## src/rtl/grid_mover.sv

```systemverilog
// grid_mover: moves a one-cell block around a 32 px grid in response to four
// buttons. Position and colour change only on vertical-blank entry. A held
// direction repeats after a delay and then at a fixed rate.
// Optional feature: define GRID_MOVER_COLOR_CYCLE_EN to advance the block
// colour through an 8-entry palette on every step. Without it, the colour is
// fixed at COLOR_DEFAULT.
module grid_mover #(
    parameter int          X_MAX         = 19,
    parameter int          Y_MAX         = 14,
    parameter int          REPEAT_DELAY  = 30,
    parameter int          REPEAT_RATE   = 6,
    parameter logic [7:0]  COLOR_DEFAULT = 8'hE0
) (
    input  logic        clk,
    input  logic        rst,
    input  logic        btn_up,
    input  logic        btn_down,
    input  logic        btn_left,
    input  logic        btn_right,
    input  logic [10:0] vcount,
    output logic [4:0]  x,
    output logic [3:0]  y,
    output logic [7:0]  color,
    output logic        moved
);

    typedef enum logic [1:0] {IDLE, FIRST, DELAY, REPEAT} state_t;
    typedef enum logic [1:0] {DIR_UP, DIR_DOWN, DIR_LEFT, DIR_RIGHT} dir_t;

    localparam logic [5:0] DELAY_LOAD = 6'(REPEAT_DELAY);
    localparam logic [5:0] RATE_LOAD  = 6'(REPEAT_RATE);
    localparam logic [4:0] X_LAST     = 5'(X_MAX);
    localparam logic [3:0] Y_LAST     = 4'(Y_MAX);

    state_t      state_q, state_d;
    dir_t        dir_q, dir_d;
    logic [5:0]  cnt_q, cnt_d;
    logic [4:0]  x_q, x_d;
    logic [3:0]  y_q, y_d;
    logic        moved_q, moved_d;
    logic        vb_q, vb_d;

    logic        vb_match;
    logic        frame_stb;
    logic        any_btn;
    dir_t        sel_dir;
    logic        step;

    // Column after one step in direction d, wrapping at both edges.
    function automatic logic [4:0] next_x(input logic [4:0] cur, input dir_t d);
        logic [4:0] r;
        r = cur;
        if (d == DIR_RIGHT) r = (cur >= X_LAST) ? 5'd0 : cur + 5'd1;
        else if (d == DIR_LEFT) r = (cur == 5'd0) ? X_LAST : cur - 5'd1;
        return r;
    endfunction

    // Row after one step in direction d, wrapping at both edges.
    function automatic logic [3:0] next_y(input logic [3:0] cur, input dir_t d);
        logic [3:0] r;
        r = cur;
        if (d == DIR_DOWN) r = (cur >= Y_LAST) ? 4'd0 : cur + 4'd1;
        else if (d == DIR_UP) r = (cur == 4'd0) ? Y_LAST : cur - 4'd1;
        return r;
    endfunction

`ifdef GRID_MOVER_COLOR_CYCLE_EN
    logic [2:0] pal_q, pal_d;

    // Palette lookup, index 0 is the post-reset colour.
    function automatic logic [7:0] palette(input logic [2:0] idx);
        logic [7:0] c;
        case (idx)
            3'd0:    c = 8'hE0;
            3'd1:    c = 8'hFC;
            3'd2:    c = 8'h1C;
            3'd3:    c = 8'h1F;
            3'd4:    c = 8'h03;
            3'd5:    c = 8'hE3;
            3'd6:    c = 8'hFF;
            default: c = 8'h92;
        endcase
        return c;
    endfunction

    // Advance the palette index once per step; the 3-bit index wraps naturally.
    always_comb begin
        pal_d = pal_q;
        if (step) pal_d = pal_q + 3'd1;
    end

    assign color = palette(pal_q);
`else
    assign color = COLOR_DEFAULT;
`endif

    // Frame strobe: first clk of vcount == 480 (vertical-blank entry).
    always_comb begin
        vb_match  = (vcount == 11'd480);
        vb_d      = vb_match;
        frame_stb = vb_match & ~vb_q;
    end

    // Direction select with fixed priority up > down > left > right.
    always_comb begin
        any_btn = btn_up | btn_down | btn_left | btn_right;
        if (btn_up)        sel_dir = DIR_UP;
        else if (btn_down) sel_dir = DIR_DOWN;
        else if (btn_left) sel_dir = DIR_LEFT;
        else               sel_dir = DIR_RIGHT;
    end

    // Hold/repeat FSM next state; steps are only taken on a frame strobe.
    always_comb begin
        state_d = state_q;
        dir_d   = dir_q;
        cnt_d   = cnt_q;
        step    = 1'b0;
        case (state_q)
            IDLE: begin
                if (any_btn) begin
                    state_d = FIRST;
                    dir_d   = sel_dir;
                end
            end
            FIRST: begin
                if (!any_btn) begin
                    state_d = IDLE;
                end else begin
                    dir_d = sel_dir;
                    if (frame_stb) begin
                        step    = 1'b1;
                        cnt_d   = DELAY_LOAD;
                        state_d = DELAY;
                    end
                end
            end
            default: begin
                if (!any_btn) begin
                    state_d = IDLE;
                    cnt_d   = 6'd0;
                end else if (sel_dir != dir_q) begin
                    // A new direction restarts the press sequence.
                    state_d = FIRST;
                    dir_d   = sel_dir;
                    cnt_d   = 6'd0;
                end else if (frame_stb) begin
                    if (cnt_q == 6'd1) begin
                        step    = 1'b1;
                        cnt_d   = RATE_LOAD;
                        state_d = REPEAT;
                    end else begin
                        cnt_d = cnt_q - 6'd1;
                    end
                end
            end
        endcase
    end

    // Position update and step pulse.
    always_comb begin
        x_d     = x_q;
        y_d     = y_q;
        moved_d = step;
        if (step) begin
            x_d = next_x(x_q, sel_dir);
            y_d = next_y(y_q, sel_dir);
        end
    end

    // All state registers; reset puts the block at the origin in IDLE.
    always_ff @(posedge clk or posedge rst) begin
        if (rst) begin
            state_q <= IDLE;
            dir_q   <= DIR_UP;
            cnt_q   <= 6'd0;
            x_q     <= 5'd0;
            y_q     <= 4'd0;
            moved_q <= 1'b0;
            vb_q    <= 1'b0;
`ifdef GRID_MOVER_COLOR_CYCLE_EN
            pal_q   <= 3'd0;
`endif
        end else begin
            state_q <= state_d;
            dir_q   <= dir_d;
            cnt_q   <= cnt_d;
            x_q     <= x_d;
            y_q     <= y_d;
            moved_q <= moved_d;
            vb_q    <= vb_d;
`ifdef GRID_MOVER_COLOR_CYCLE_EN
            pal_q   <= pal_d;
`endif
        end
    end

    assign x     = x_q;
    assign y     = y_q;
    assign moved = moved_q;

endmodule

```

## config.mk

```make
export PLATFORM = sky130hd
export DESIGN_NAME = grid_mover
export DESIGN_NICKNAME = d
export VERILOG_FILES = /design/src/rtl/grid_mover.sv
export SDC_FILE = /design/constraint.sdc
export NUM_CORES = 1
export LEC_CHECK = 0
export CAP_MARGIN = 25
export CORE_ASPECT_RATIO = 1.4
export CORE_MARGIN = 2
export CORE_UTILIZATION = 45
export CTS_CLUSTER_SIZE = 14
export DETAILED_ROUTE_END_ITERATION = 10
export HOLD_SLACK_MARGIN = 0.15
export PLACE_DENSITY_LB_ADDON = 0.12
export SYNTH_ARGS = -nofsm -noshare
export SYNTH_HDL_FRONTEND = slang
export SYNTH_SLANG_ARGS = --single-unit
```

## constraint.sdc

```tcl
create_clock -name clk -period 4.1 [get_ports clk]
set_clock_uncertainty 0.1 [all_clocks]
set_input_delay 0.82 -clock clk [delete_from_list [all_inputs] [get_ports clk]]
set_output_delay 0.82 -clock clk [all_outputs]
set_load 0.005 [all_outputs]
```

==> impl_metrics.csv, run 1 <==
group,metric,value,unit
logic_synthesis,synth_top_area_cell,"dfrtp_1",
power_and_ir_drop,p_leak,0.836,nW
layout,layout-drive-gt1-share,9.77,%
min_path,min-delay-start,"state_q[0]",
routing,wl_met2,2210,µm
place,gp_congestion,0.781,
logic_synthesis,ys.flop_type,"dfrtp_1",
layout,nNetsFinal,241,
worst_setup_path,path_max_fanout,11,
timing,setup_viol,0,
timing,rsz0062_at_grt,"false",
logic_synthesis,ys_seq_area_share,30.8,%
global_route,grt_overflow,0,
logic_synthesis,synthArstFlopShare,100,%
power_and_ir_drop,p_sw_share,26.4,%
routing,wl_met3,109,µm
routing,wl_met1,1830,µm
timing,hold_ws,435,ps
logic_synthesis,ys_seq_elements,21,
logic_synthesis,synth_xor_area_share,1.03,%
timing,hold_violations,0,
clock_tree,cts_root_buf,"clkbuf_8",
clock_tree,tritoncts,"built",
clock_tree,insertion_delay,260,ps
timing,fmax,326,MHz
floorplan,core.rowCount,26,
timing,period_share,74.8,%
worst_setup_path,critical_path_class,"in2reg",
logic_synthesis,synth_simple_gate_area_share,27.7,%
layout,final_cell_mix,"clkdlybuf4s50_1, dfrtp_1, nor2_1",
run_status,outcome,"finished clean",
timing,setup-tns-final,0,ps
min_path,hold_path_class,"reg2reg",
timing,drv_slew,0,
logic_synthesis,netlist_area,1710,µm²
routing,wl_per_cell,16.3,µm
power_and_ir_drop,power.density,216,nW/µm²
floorplan,dieWidth,56.0,µm
clock_tree,path_clk_slew,80,ps
routing,vias,1535,
logic_synthesis,synth_edf_count,0,
routing,top_layer_used,"met4",
min_path,hold_end,"state_q[0]",
floorplan,dieArea,4310,µm²
floorplan,io_pins,35,
floorplan,design.core.area,3640,µm²
global_route,grt_pass1_vias,1508,
clock_tree,postCtsHoldBufs,0,
worst_setup_path,ff2ff_setup_slack,1900,ps
floorplan,initial_core_util,46.8,%
logic_synthesis,avgSynthCellArea,8.75,µm²
routing,drt_iter0_drc,59,
routing,route.detailed.drc,0,
power_and_ir_drop,p_clk_share,31.6,%
power_and_ir_drop,power_switching,0.113,mW
routing,routed_wl,4180,µm
logic_synthesis,ys_warn_count,0,
routing,detail-route-antenna-nets,0,
floorplan,fp.dieH,76.8,µm
logic_synthesis,synth.area.top_cells,"dfrtp_1, ha_1, a21oi_1",
logic_synthesis,syn_inst,195,
logic_synthesis,synth_fa_ha_area_share,5.87,%
worst_setup_path,critPathLaunch,"btn_up",
layout,diodes,0,
worst_setup_path,cp.required,4150,ps
global_route,gr-usage-all-layers,19.5,%
worst_setup_path,startpoint_type,"primary input",
timing,slew_headroom,33.8,%
timing,worstMarginPinSlew,986,ps
worst_setup_path,r2r_end,"x[4]",
worst_setup_path,worstRegToRegCells,7,
place,portBuffers,26,
timing,layout_min_cycle_time,3070,ps
global_route,grt_start_max_net_pins,22,
worst_setup_path,regToRegStartpoint,"x[0]",
layout,final_common_cell,"clkdlybuf4s50_1",
logic_synthesis,synthDominantCellAreaShare,30.8,%
run,cap_violations,0,
power_and_ir_drop,vdd_drop_max,0.153,mV
place,hpwl,3210,µm
clock_tree,htree_levels,1,
power_and_ir_drop,p_seq_share,52.0,%
global_route,antenna_found_initial,0,
routing,viasPerCell,5.97,
logic_synthesis,synthMuxAreaShare,4.62,%
logic_synthesis,synth-compound-area-share,21.8,%
clock_tree,post_cts_buffers,0,
worst_setup_path,end_kind,"flop",
min_path,hold_depth,2,
routing,first_pass_iters,4,
clock_tree,cts_sinks,21,
clock_tree,cts_made_buffers,3,
logic_synthesis,synth_top_family_by_area,"simple AND/OR/NAND/NOR gates",
clock_tree,cts_resized,0,
global_route,grt_pass1_wl,6930,µm
layout,syn_to_final_growth,17.0,%
clock_tree,cts_max_path_buffers,2,
logic_synthesis,synth.distinct_cells,54,
power_and_ir_drop,pwr-share-comb,16.4,%
worst_setup_path,arrival,3110,ps
power_and_ir_drop,p_int,0.317,mW
==> Yosys cell counts (3+ instances only) <==
master    count
mux2_2        3
nand2b_1      4
a21oi_1      12
nor4_1        3
nand4_1       3
o22ai_1       4
nand3_1       7
ha_1          8
and3_1        3
mux2i_1       3
buf_4         8
clkbuf_1      7
dfrtp_1      21
nor2_1       13
a22o_1        3
nor3b_1       3
nor4bb_1      3
nand2_1      10
inv_1        11
o21ai_0      11
o41ai_1       3
nor2b_1       6
nor3_1        5
==> power groups by stage <==
| stage | Clock [mW] | Combinational, mW | Sequential, mW |
|---|---|---|---|
| global placement | 0 | 0.0682 | 0.227 |
| finish | 0.136 | 0.0706 | 0.224 |
| CTS | 0.139 | 0.0709 | 0.224 |
| detailed placement | 0 | 0.0705 | 0.228 |
| floorplan | 0 | 0.0495 | 0.225 |
| global route | 0.148 | 0.0780 | 0.225 |
==> critical path: stages <==
cell and delay (ps):
clkdlybuf4s50_1 570, nor3_1 860, nand2b_1 230, and2_4 220, nand3_4 100, mux2_4 300
==> worst max path at each step <==
stage | endpoint | slack [ps]
global route | x[3] | 750
detailed placement | x[3] | 810
floorplan | x[2] | 1580
finish | x[2] | 1030
global placement | x[2] | 850
CTS | x[3] | 1040
==> through the flow <==
stage               util [%]  total power [mW]  std cells  instance area [µm²]  setup slack, ps
floorplan                  -             0.275        201                 1730             1580
global placement        53.5             0.295        253                 1950              855
detailed placement      53.5             0.298        253                 1950              807
CTS                     54.8             0.434        257                 2000             1040
global route            54.8             0.451        257                 2000              747
finish                  54.8             0.430        257                 2000             1030
==> cells by family after synthesis <==
| kind of cell | Yosys count |
|---|---|
| buffers and inverters | 27 |
| flip-flops | 21 |
| AND/OR/NAND/NOR | 75 |
| multiplexers | 7 |
| other | 2 |
| AO/OA/AOI/OAI | 53 |
| adder cells (fa/ha/maj) | 8 |
| XOR/XNOR | 2 |
==> cell type report <==
type	instances	area [µm²]
Clock buffer	3	41.3
Clock inverter	1	5.00
Fill cell	343	1650
Inverter	11	41.3
Multi-Input combinational cell	153	1070
Sequential cell	21	526
Tap cell	42	52.6
Timing Repair Buffer	26	260
==> metal layers <==
| metal | track usage (%) | up-vias |
|---|---|---|
| li1 | - | 753 |
| met1 | 23.3 | 752 |
| met2 | 36.5 | 24 |
| met3 | 2.19 | 6 |
| met4 | 5.00 | 0 |
| met5 | 0 | - |
==> registers in the layout, summed over array words and instances (netlist names) <==
signal,flops
state_q,2
dir_q,2
moved,1
y,4
vb_q,1
x,5
cnt_q,6
Note: power is estimated with default switching activity, not from simulation.
==> run 2, diff against run 1 <==
- clock period: 4.1 -> 2.7 ns (I/O delays scaled with it)
==> run 2 against run 1 <==
Net effect: setup slack lost 830 ps; register-to-register slack lost 1500 ps; non-clock buffer count grew 17; cell count grew 6.6%; sequential cell count is the same; power grew 55%; design area grew 6.3%; global-route usage shrank 0.17 points.
==> impl_metrics.csv, run 2 (synthesis gave the netlist of run 1 again) <==
group,metric,value,unit
global_route,grt_pass1_vias,1532,
floorplan,dieWidth,56.0,µm
layout,nNetsFinal,258,
layout,fin_util,58.2,%
global_route,antenna_found_initial,0,
clock_tree,htree_levels,1,
place,hpwl,3260,µm
routing,wl_per_cell,15.2,µm
routing,first_pass_iters,4,
power_and_ir_drop,power_switching,0.172,mW
clock_tree,cts_resized,0,
floorplan,core.rowCount,26,
timing,fin_ws,203,ps
timing,slew_headroom,59.8,%
min_path,min-delay-start,"cnt_q[3]",
clock_tree,insertion_delay,260,ps
global_route,gr-usage-all-layers,19.4,%
timing,rsz0062_at_grt,"false",
power_and_ir_drop,power.density,315,nW/µm²
clock_tree,post_cts_buffers,0,
worst_setup_path,critPathTopFamily,"simple AND/OR/NAND/NOR gates",
global_route,grt_start_max_net_pins,22,
clock_tree,tritoncts,"built",
floorplan,fp.dieH,76.8,µm
worst_setup_path,startpoint_type,"primary input",
worst_setup_path,end_kind,"flop",
global_route,grt_pass1_wl,6930,µm
clock_tree,cts_max_path_buffers,2,
worst_setup_path,crit_cells,6,
timing,setup_viol,0,
place,dp_slack,-67.6,ps
floorplan,design.core.area,3640,µm²
worst_setup_path,critPathLaunch,"vcount[1]",
worst_setup_path,regToRegStartpoint,"cnt_q[2]",
routing,viasPerCell,5.95,
routing,detail-route-antenna-nets,0,
layout,largest_reg_flops,6,
routing,route.detailed.drc,0,
routing,drt_iter0_drc,58,
timing,period_share,92.5,%
timing,hold_violations,0,
power_and_ir_drop,vdd_drop_max,0.207,mV
power_and_ir_drop,pwr-share-comb,18.5,%
worst_setup_path,path_max_fanout,6,
floorplan,io_pins,35,
layout,layout-drive-gt1-share,15.9,%
worst_setup_path,cp.required,2760,ps
clock_tree,path_clk_slew,70,ps
run,cap_violations,0,
layout,final_common_cell,"clkdlybuf4s50_1",
timing,drv_slew,0,
routing,routed_wl,4170,µm
routing,vias,1629,
power_and_ir_drop,finalPower,0.668,mW
timing,fmax,400,MHz
global_route,grt_overflow,0,
timing,worstMarginPinSlew,600,ps
min_path,hold_depth,2,
place,portBuffers,26,
layout,diodes,0,
clock_tree,cts_root_buf,"clkbuf_8",
power_and_ir_drop,p_leak,0.920,nW
place,gp_congestion,0.862,
layout,largest_register,"cnt_q",
worst_setup_path,path_cells,"clkdlybuf4s50_1 > or4_4 > nor4b_2 > a21oi_1 > a21o_4 > a221oi_2",
power_and_ir_drop,p_sw_share,25.7,%
layout,syn_to_final_growth,24.4,%
clock_tree,cts_sinks,21,
clock_tree,cts_made_buffers,3,
worst_setup_path,path_buf_inv,1,
power_and_ir_drop,p_clk_share,30.6,%
clock_tree,postCtsHoldBufs,0,
layout,fillCellCount,341,
layout,stdcell_count,274,
power_and_ir_drop,p_seq_share,50.8,%
min_path,hold_path_class,"reg2reg",
run_status,outcome,"finished clean",
layout,final_cell_mix,"clkdlybuf4s50_1, dfrtp_1, buf_4",
worst_setup_path,worstRegToRegCells,6,
floorplan,dieArea,4310,µm²
worst_setup_path,crit_slowest_cell,"or4_4",
power_and_ir_drop,p_int,0.496,mW
worst_setup_path,worst_path_largest_cell_delay,580,ps
timing,layout_min_cycle_time,2500,ps
worst_setup_path,arrival,2560,ps
floorplan,initial_core_util,46.8,%
place,placed_cells,270,
worst_setup_path,critical_path_class,"in2reg",
run 2: worst reg2reg max path, stage by stage, from the launching register on:
cell     delay, ps
dfrtp_1        410
nor2_1         260
and3_1         380
a31oi_1        290
buf_4          220
o41ai_1        340
o21ai_0        140
run 2: through the flow:
step / instance area [µm²] / hold slack [ps] / setup TNS [ps]
finish: 2120 / 441 / 0
global route: 2120 / 486 / 0
CTS: 2120 / 443 / 0
detailed placement: 2080 / 431 / -224
global placement: 2080 / 414 / -199
floorplan: 1730 / 397 / 0
run 2: path summary, 6_finish.rpt:
check,slack (ps),to
worst min register to register,440,cnt_q[3]
min in group asynchronous,520,moved
worst max register to register,440,y[2]
max in group asynchronous,1760,x[3]
worst max-delay path,200,cnt_q[2]
worst min-delay path,440,cnt_q[3]
run 2: layout make-up:
cell class,count,area (µm²),share of cell area (%)
Multi-Input combinational cell,153,1070,50.4
Sequential cell,21,526,24.8
Timing Repair Buffer,43,388,18.3
Tap cell,42,52.6,2.48
Clock buffer,4,45.0,2.12
Inverter,11,41.3,1.95
run 2: power groups by stage:
stage | Clock (mW) | Combinational, mW | Sequential (mW)
final | 0.205 | 0.124 | 0.340
after global routing | 0.221 | 0.136 | 0.342
after CTS | 0.212 | 0.124 | 0.340
after detailed placement | 0 | 0.123 | 0.346
after global placement | 0 | 0.120 | 0.345
after floorplan | 0 | 0.0751 | 0.342
run 2: metal layers:
metal  part of all wire [%]  up-vias  GRT usage [%]
met5                      0        -              0
met1                     42      790           23.7
met2                     53       45           34.8
met3                    2.9        8           1.85
li1                       -      786              -
met4                    1.3        0           6.67
